===== config.mk =====
export PLATFORM = sky130hd
export DESIGN_NAME = react_timer
export DESIGN_NICKNAME = d
export VERILOG_FILES = /design/src/rtl/react_pkg.sv /design/src/rtl/react_timer_bcd4_counter.sv /design/src/rtl/react_timer.sv
export SDC_FILE = /design/constraint.sdc
export NUM_CORES = 1
export LEC_CHECK = 0
export CELL_PAD_IN_SITES_DETAIL_PLACEMENT = 0
export CELL_PAD_IN_SITES_GLOBAL_PLACEMENT = 1
export CORE_UTILIZATION = 42
export CTS_CLUSTER_SIZE = 25
export DETAILED_ROUTE_END_ITERATION = 10
export PLACE_DENSITY = 0.83
export SLEW_MARGIN = 20
export SYNTH_ARGS = -nofsm -noshare
export SYNTH_HDL_FRONTEND = slang
export SYNTH_HIERARCHICAL = 1
export SYNTH_SLANG_ARGS = --single-unit

===== constraint.sdc =====
create_clock -name clk -period 2.8 [get_ports clk]
set_clock_uncertainty 0.2 [all_clocks]
set_input_delay 0.7 -clock clk [delete_from_list [all_inputs] [get_ports clk]]
set_output_delay 0.7 -clock clk [all_outputs]
set_load 0.1 [all_outputs]

===== src/rtl/react_pkg.sv =====
// Shared types and constants for the reaction-time tester core.
package react_pkg;

   typedef enum logic [2:0] {IDLE, WAIT, RUN, DONE, EARLY} state_t;

   localparam logic [15:0] EARLY_CODE = 16'hEEEE;
   localparam logic [15:0] BCD_MAX    = 16'h9999;
   // Taps 16,14,13,11 with stage 16 at bit 0: feedback from bits 0,2,3,5, shifting right.
   localparam logic [15:0] LFSR_TAPS  = 16'h002D;

   function automatic logic [15:0] lfsr_next(input logic [15:0] s);
      return {^(s & LFSR_TAPS), s[15:1]};
   endfunction

endpackage


===== src/rtl/react_timer_bcd4_counter.sv =====
// Four-digit BCD up-counter that saturates at 9999.
module bcd4_counter
   import react_pkg::*;
(
   input  logic        clk,
   input  logic        rst,
   input  logic        clr,
   input  logic        inc,
   output logic [15:0] q,
   output logic        at_max
);

   logic [15:0] q_inc;
   logic        carry;

   assign at_max = (q == BCD_MAX);

   always_comb begin
      q_inc = q;
      carry = 1'b1;
      for (int unsigned i = 0; i < 4; i++) begin
         if (carry) begin
            if (q[4*i +: 4] == 4'd9) begin
               q_inc[4*i +: 4] = 4'd0;
            end else begin
               q_inc[4*i +: 4] = q[4*i +: 4] + 4'd1;
               carry           = 1'b0;
            end
         end
      end
   end

   always_ff @(posedge clk or posedge rst) begin
      if (rst) begin
         q <= '0;
      end else if (clr) begin
         q <= '0;
      end else if (inc && !at_max) begin
         q <= q_inc;
      end
   end

endmodule


===== src/rtl/react_timer.sv =====
// Reaction-time tester: random foreperiod, stimulus LED, millisecond count to stop press.
module react_timer
   import react_pkg::*;
#(
   parameter int unsigned CLK_HZ       = 100_000_000,
   parameter int unsigned MIN_DELAY_MS = 1000,
   parameter int unsigned RAND_BITS    = 11,
   parameter logic [15:0] LFSR_SEED    = 16'hACE1
) (
   input  logic        clk,
   input  logic        rst,
   input  logic        start_btn,
   input  logic        stop_btn,
   output logic        led,
   output logic        busy,
   output logic        early,
   output logic [15:0] dat
);

   localparam int unsigned MS_DIV = CLK_HZ / 1000;
   localparam int unsigned PW     = (MS_DIV > 1) ? $clog2(MS_DIV) : 1;
   localparam int unsigned DW     = $clog2(MIN_DELAY_MS + (1 << RAND_BITS) + 1);

   state_t        state, state_next;
   logic [2:0]    start_sync, stop_sync;
   logic          start_p, stop_p;
   logic [15:0]   lfsr;
   logic [PW-1:0] presc;
   logic          tick;
   logic [DW-1:0] delay, delay_next;
   logic          cnt_clr, cnt_inc, cnt_max;
   logic [15:0]   cnt_q;

   assign tick = (presc == PW'(MS_DIV - 1));

   always_ff @(posedge clk or posedge rst) begin
      if (rst) begin
         state <= IDLE;
      end else begin
         state <= state_next;
      end
   end

   always_comb begin
      state_next = state;
      delay_next = delay;
      cnt_clr    = 1'b0;
      cnt_inc    = 1'b0;
      case (state)
         IDLE, DONE, EARLY: begin
            if (start_p) begin
               state_next = WAIT;
               delay_next = DW'(MIN_DELAY_MS) + DW'(lfsr[RAND_BITS-1:0]);
               cnt_clr    = 1'b1;
            end
         end
         WAIT: begin
            if (stop_p) begin
               state_next = EARLY;
            end else if (tick) begin
               if (delay <= DW'(1)) state_next = RUN;
               else                 delay_next = delay - DW'(1);
            end
         end
         RUN: begin
            // Stop beats a coincident tick, so the final count is never bumped on the stop edge.
            if (stop_p || cnt_max) state_next = DONE;
            else if (tick)         cnt_inc    = 1'b1;
         end
         default: state_next = IDLE;
      endcase
   end

   always_ff @(posedge clk or posedge rst) begin
      if (rst) begin
         start_sync <= '0;
         stop_sync  <= '0;
         start_p    <= 1'b0;
         stop_p     <= 1'b0;
         lfsr       <= LFSR_SEED;
         presc      <= '0;
         delay      <= '0;
         led        <= 1'b0;
         busy       <= 1'b0;
         early      <= 1'b0;
      end else begin
         start_sync <= {start_sync[1:0], start_btn};
         stop_sync  <= {stop_sync[1:0], stop_btn};
         start_p    <= start_sync[1] & ~start_sync[2];
         stop_p     <= stop_sync[1] & ~stop_sync[2];
         lfsr       <= lfsr_next(lfsr);
         presc      <= (tick || state_next != state) ? '0 : presc + PW'(1);
         delay      <= delay_next;
         led        <= (state_next == RUN);
         busy       <= (state_next == WAIT) || (state_next == RUN);
         early      <= (state_next == EARLY);
      end
   end

   bcd4_counter u_cnt (
      .clk    (clk),
      .rst    (rst),
      .clr    (cnt_clr),
      .inc    (cnt_inc),
      .q      (cnt_q),
      .at_max (cnt_max)
   );

   always_comb begin
      dat = early ? EARLY_CODE : cnt_q;
   end

endmodule


==> impl_metrics.py <==
metrics = {
    "cts": {
        "clk_pin_slew_ns": 0.07,
        "cts_tree": "built",
        "htree_num_levels": 3,
        "cts_inserted_buffers": 9,
        "cts_hold_buf": 0,
        "clkLatencyLatePin_ns": 0.34,
        "cts_sinks": 75,
        "clock_path_buffers": 2,
        "cts_root_buffer": "clkbuf_8",
    },
    "routing": {
        "num_vias": 2909,
        "met3_length_um": 293,
        "wl_met2_um": 3560,
        "avgRoutedWirePerCell_um": 13.9,
        "dr.pass1.iters": 4,
        "drc": 0,
        "viasPerCell": 5.39,
        "drtIter0Drc": 139,
        "met1Wirelength_um": 3550,
        "routed.top_layer": "met4",
        "ant_nets": 0,
        "wirelength_um": 7480,
    },
    "die": {
        "die_x_um": 96.8,
        "rows": 34,
        "ioPinCount": 23,
        "start_util_pct": 43.3,
        "die_y_um": 96.8,
        "dieArea_um2": 9370,
        "coreArea_um2": 8720,
    },
    "sta": {
        "final_max_slew_viol_count": 0,
        "hold_ws_ns": 0.154,
        "worstMarginPinSlew_ns": 0.764,
        "setup_viol": 0,
        "hold_viol_final": 0,
        "max_slew_margin_pct": 47.8,
        "fmax_ghz": 0.371,
        "final.setup.worst_slack_ns": 0.107,
        "fin_crit_sh_pct": 96.2,
        "fin_crit_ns": 2.69,
    },
    "power": {
        "total_power_mw": 3.40,
        "power.density_nw_per_um2": 735,
        "p_leak_nw": 2.09,
        "ir_drop_mv": 0.373,
    },
    "placed_design": {
        "port_buffers": 22,
        "place_hpwl_um": 5350,
        "dp.cells": 521,
        "postPlaceCellArea_um2": 4350,
        "routabilityCongestion": 0.778,
        "dp_slack_ns": 0.133,
    },
    "synthesis": {
        "synth_edf_count": 0,
        "async_flop_share_pct": 100,
        "synth_nets": 397,
        "synth_flop_cell": "dfrtp_1",
        "netlist_area_um2": 3780,
        "yosysWarnings": 6,
        "synth-seq-cells": 75,
        "ys_seq_area_share_pct": 50.0,
        "postSynthAreaPerCell_um2": 9.91,
        "synth_cell_types": 56,
        "synth_cells": 381,
    },
    "final_layout": {
        "fin_area_um2": 4620,
        "num-fill-cells": 747,
        "area_delta_synth_final_pct": 22.4,
        "n_antenna_cell": 0,
        "final_cell_mix": "dfrtp_1, nor2_1, buf_4, a21oi_1, nand2_1",
        "multiInputGateArea_um2": 1760,
        "stdcell_count": 540,
        "layout.area.seq_um2": 1890,
        "fin_nets": 443,
        "drive_gt1_share_pct": 22.5,
        "layout_commonest_cell": "dfrtp_1",
    },
    "critical_path": {
        "critPathSlowestCell": "or4b_1",
        "cp_num_buf_inv": 0,
        "cp_slowest_stage_delay_ns": 0.51,
        "critical_path_class": "reg2reg",
        "worstPathMaxFanout": 8,
        "start_kind": "register",
        "critical_path.cell_chain": "ha_1, nand3b_1, nor4_1, or3_1, nor3_2, and4b_2, nand2_4, or4b_1, a21oi_1",
        "critPathTopFamily": "simple AND/OR/NAND/NOR gates",
        "cp.arrival_ns": 2.76,
        "cp-end-kind": "register",
        "cp.required_ns": 2.87,
    },
    "min_path": {
        "min_path_type": "reg2reg",
    },
    "global_routing": {
        "grt_max_degree": 34,
        "grt_pass1_wl_um": 13000,
        "antenna_found_initial": 0,
        "grt_pass1_vias": 2792,
        "grt.total_usage_pct": 17.1,
        "gr-total-overflow": 0,
    },
    "run": {
        "drv_cap": 0,
    },
    "run_status": {
        "run_status": "finished clean",
    },
}
-- path summary, 6_finish.rpt --
kind,slack (ns),start,cells after the start,endpoint
max,0.11,u_cnt/q[12]$_DFFE_PP0P_,9,u_cnt/q[14]$_DFFE_PP0P_
min reg2reg,0.15,stop_sync[0]$_DFF_PP0_,0,stop_sync[1]$_DFF_PP0_
max reg2reg,0.11,u_cnt/q[12]$_DFFE_PP0P_,9,u_cnt/q[14]$_DFFE_PP0P_
max in group asynchronous,1.35,rst,2,u_cnt/q[2]$_DFFE_PP0P_
min in group asynchronous,0.44,rst,2,busy$_DFF_PP0_
min,0.15,stop_sync[0]$_DFF_PP0_,0,stop_sync[1]$_DFF_PP0_
-- Yosys cell counts (7+ instances only) --
master	number	area share, %
nand2_1	16	1.6
a21oi_1	29	3.8
nor2_1	49	4.9
inv_1	16	1.6
clkbuf_1	7	0.70
nand3_1	13	1.7
xor2_1	10	2.3
xnor2_1	15	3.5
nor2b_1	9	1.5
o21ai_1	11	1.5
or2_2	12	2.0
dfstp_2	8	5.6
nor3_1	9	1.2
ha_1	12	4.0
dfrtp_1	67	44
o21ai_0	9	1.2
-- registers in the layout, summed over array words and instances, names as in the netlist, 3 cells and up --
| name | flops |
|---|---|
| start_sync | 3 |
| stop_sync | 3 |
| lfsr | 16 |
| u_cnt/q | 16 |
| presc | 17 |
| delay | 12 |
| state | 3 |
-- final cells by class --
type                       count  area share [%]
inverter                      16            1.30
sequential                    75            40.8
clock buffer                  10            2.76
timing repair buffer          49            11.7
tap                          108            2.92
clock inverter                 6            2.46
multi-input combinational    276            38.0
-- worst register-to-register path: stages, from the launching register on --
cell and delay (ns):
dfrtp_1 0.38, ha_1 0.19, nand3b_1 0.12, nor4_1 0.08, or3_1 0.36, nor3_2 0.22, and4b_2 0.31, nand2_4 0.08
or4b_1 0.51, a21oi_1 0.15
-- metrics by stage --
| step | TNS, ns | util (%) |
|---|---|---|
| floorplan | -1.48 | - |
| global placement | 0 | 49.8 |
| detailed placement | 0 | 49.8 |
| CTS | 0 | 52.6 |
| global route | -0.0367 | 53.0 |
| finish | 0 | 53.0 |
-- layer usage --
metal	GRT usage, %	vias to the layer above
li1	-	1437
met3	5.64	8
met4	4.94	0
met2	26.6	48
met1	22.8	1416
met5	0	-
-- logic make-up after synthesis --
| family | synth area share, % |
|---|---|
| AND/OR/NAND/NOR | 23.7 |
| AO/OA/AOI/OAI | 12.4 |
| flip-flops | 50.0 |
| buffers and inverters | 3.84 |
| XOR/XNOR | 5.80 |
| adder cells (fa/ha/maj) | 3.98 |
| multiplexers | 0.265 |
-- what timing repair did --
item / in CTS / in global routing
endpoints found under the setup margin: 0 / 4
buffers inserted: 0 / 3
endpoints found under the hold margin: 0 / 0
gates resized for setup: 0 / 5
-- power by group --
part | switching [mW] | leakage (nW) | internal, mW | total [mW]
registers | 0.126 | 0.965 | 1.18 | 1.30
logic | 0.731 | 1.01 | 0.377 | 1.11
clock network | 0.394 | 0.113 | 0.593 | 0.988
total | 1.25 | 2.09 | 2.15 | 3.40
No activity file was read; power rests on OpenSTA's default activity.
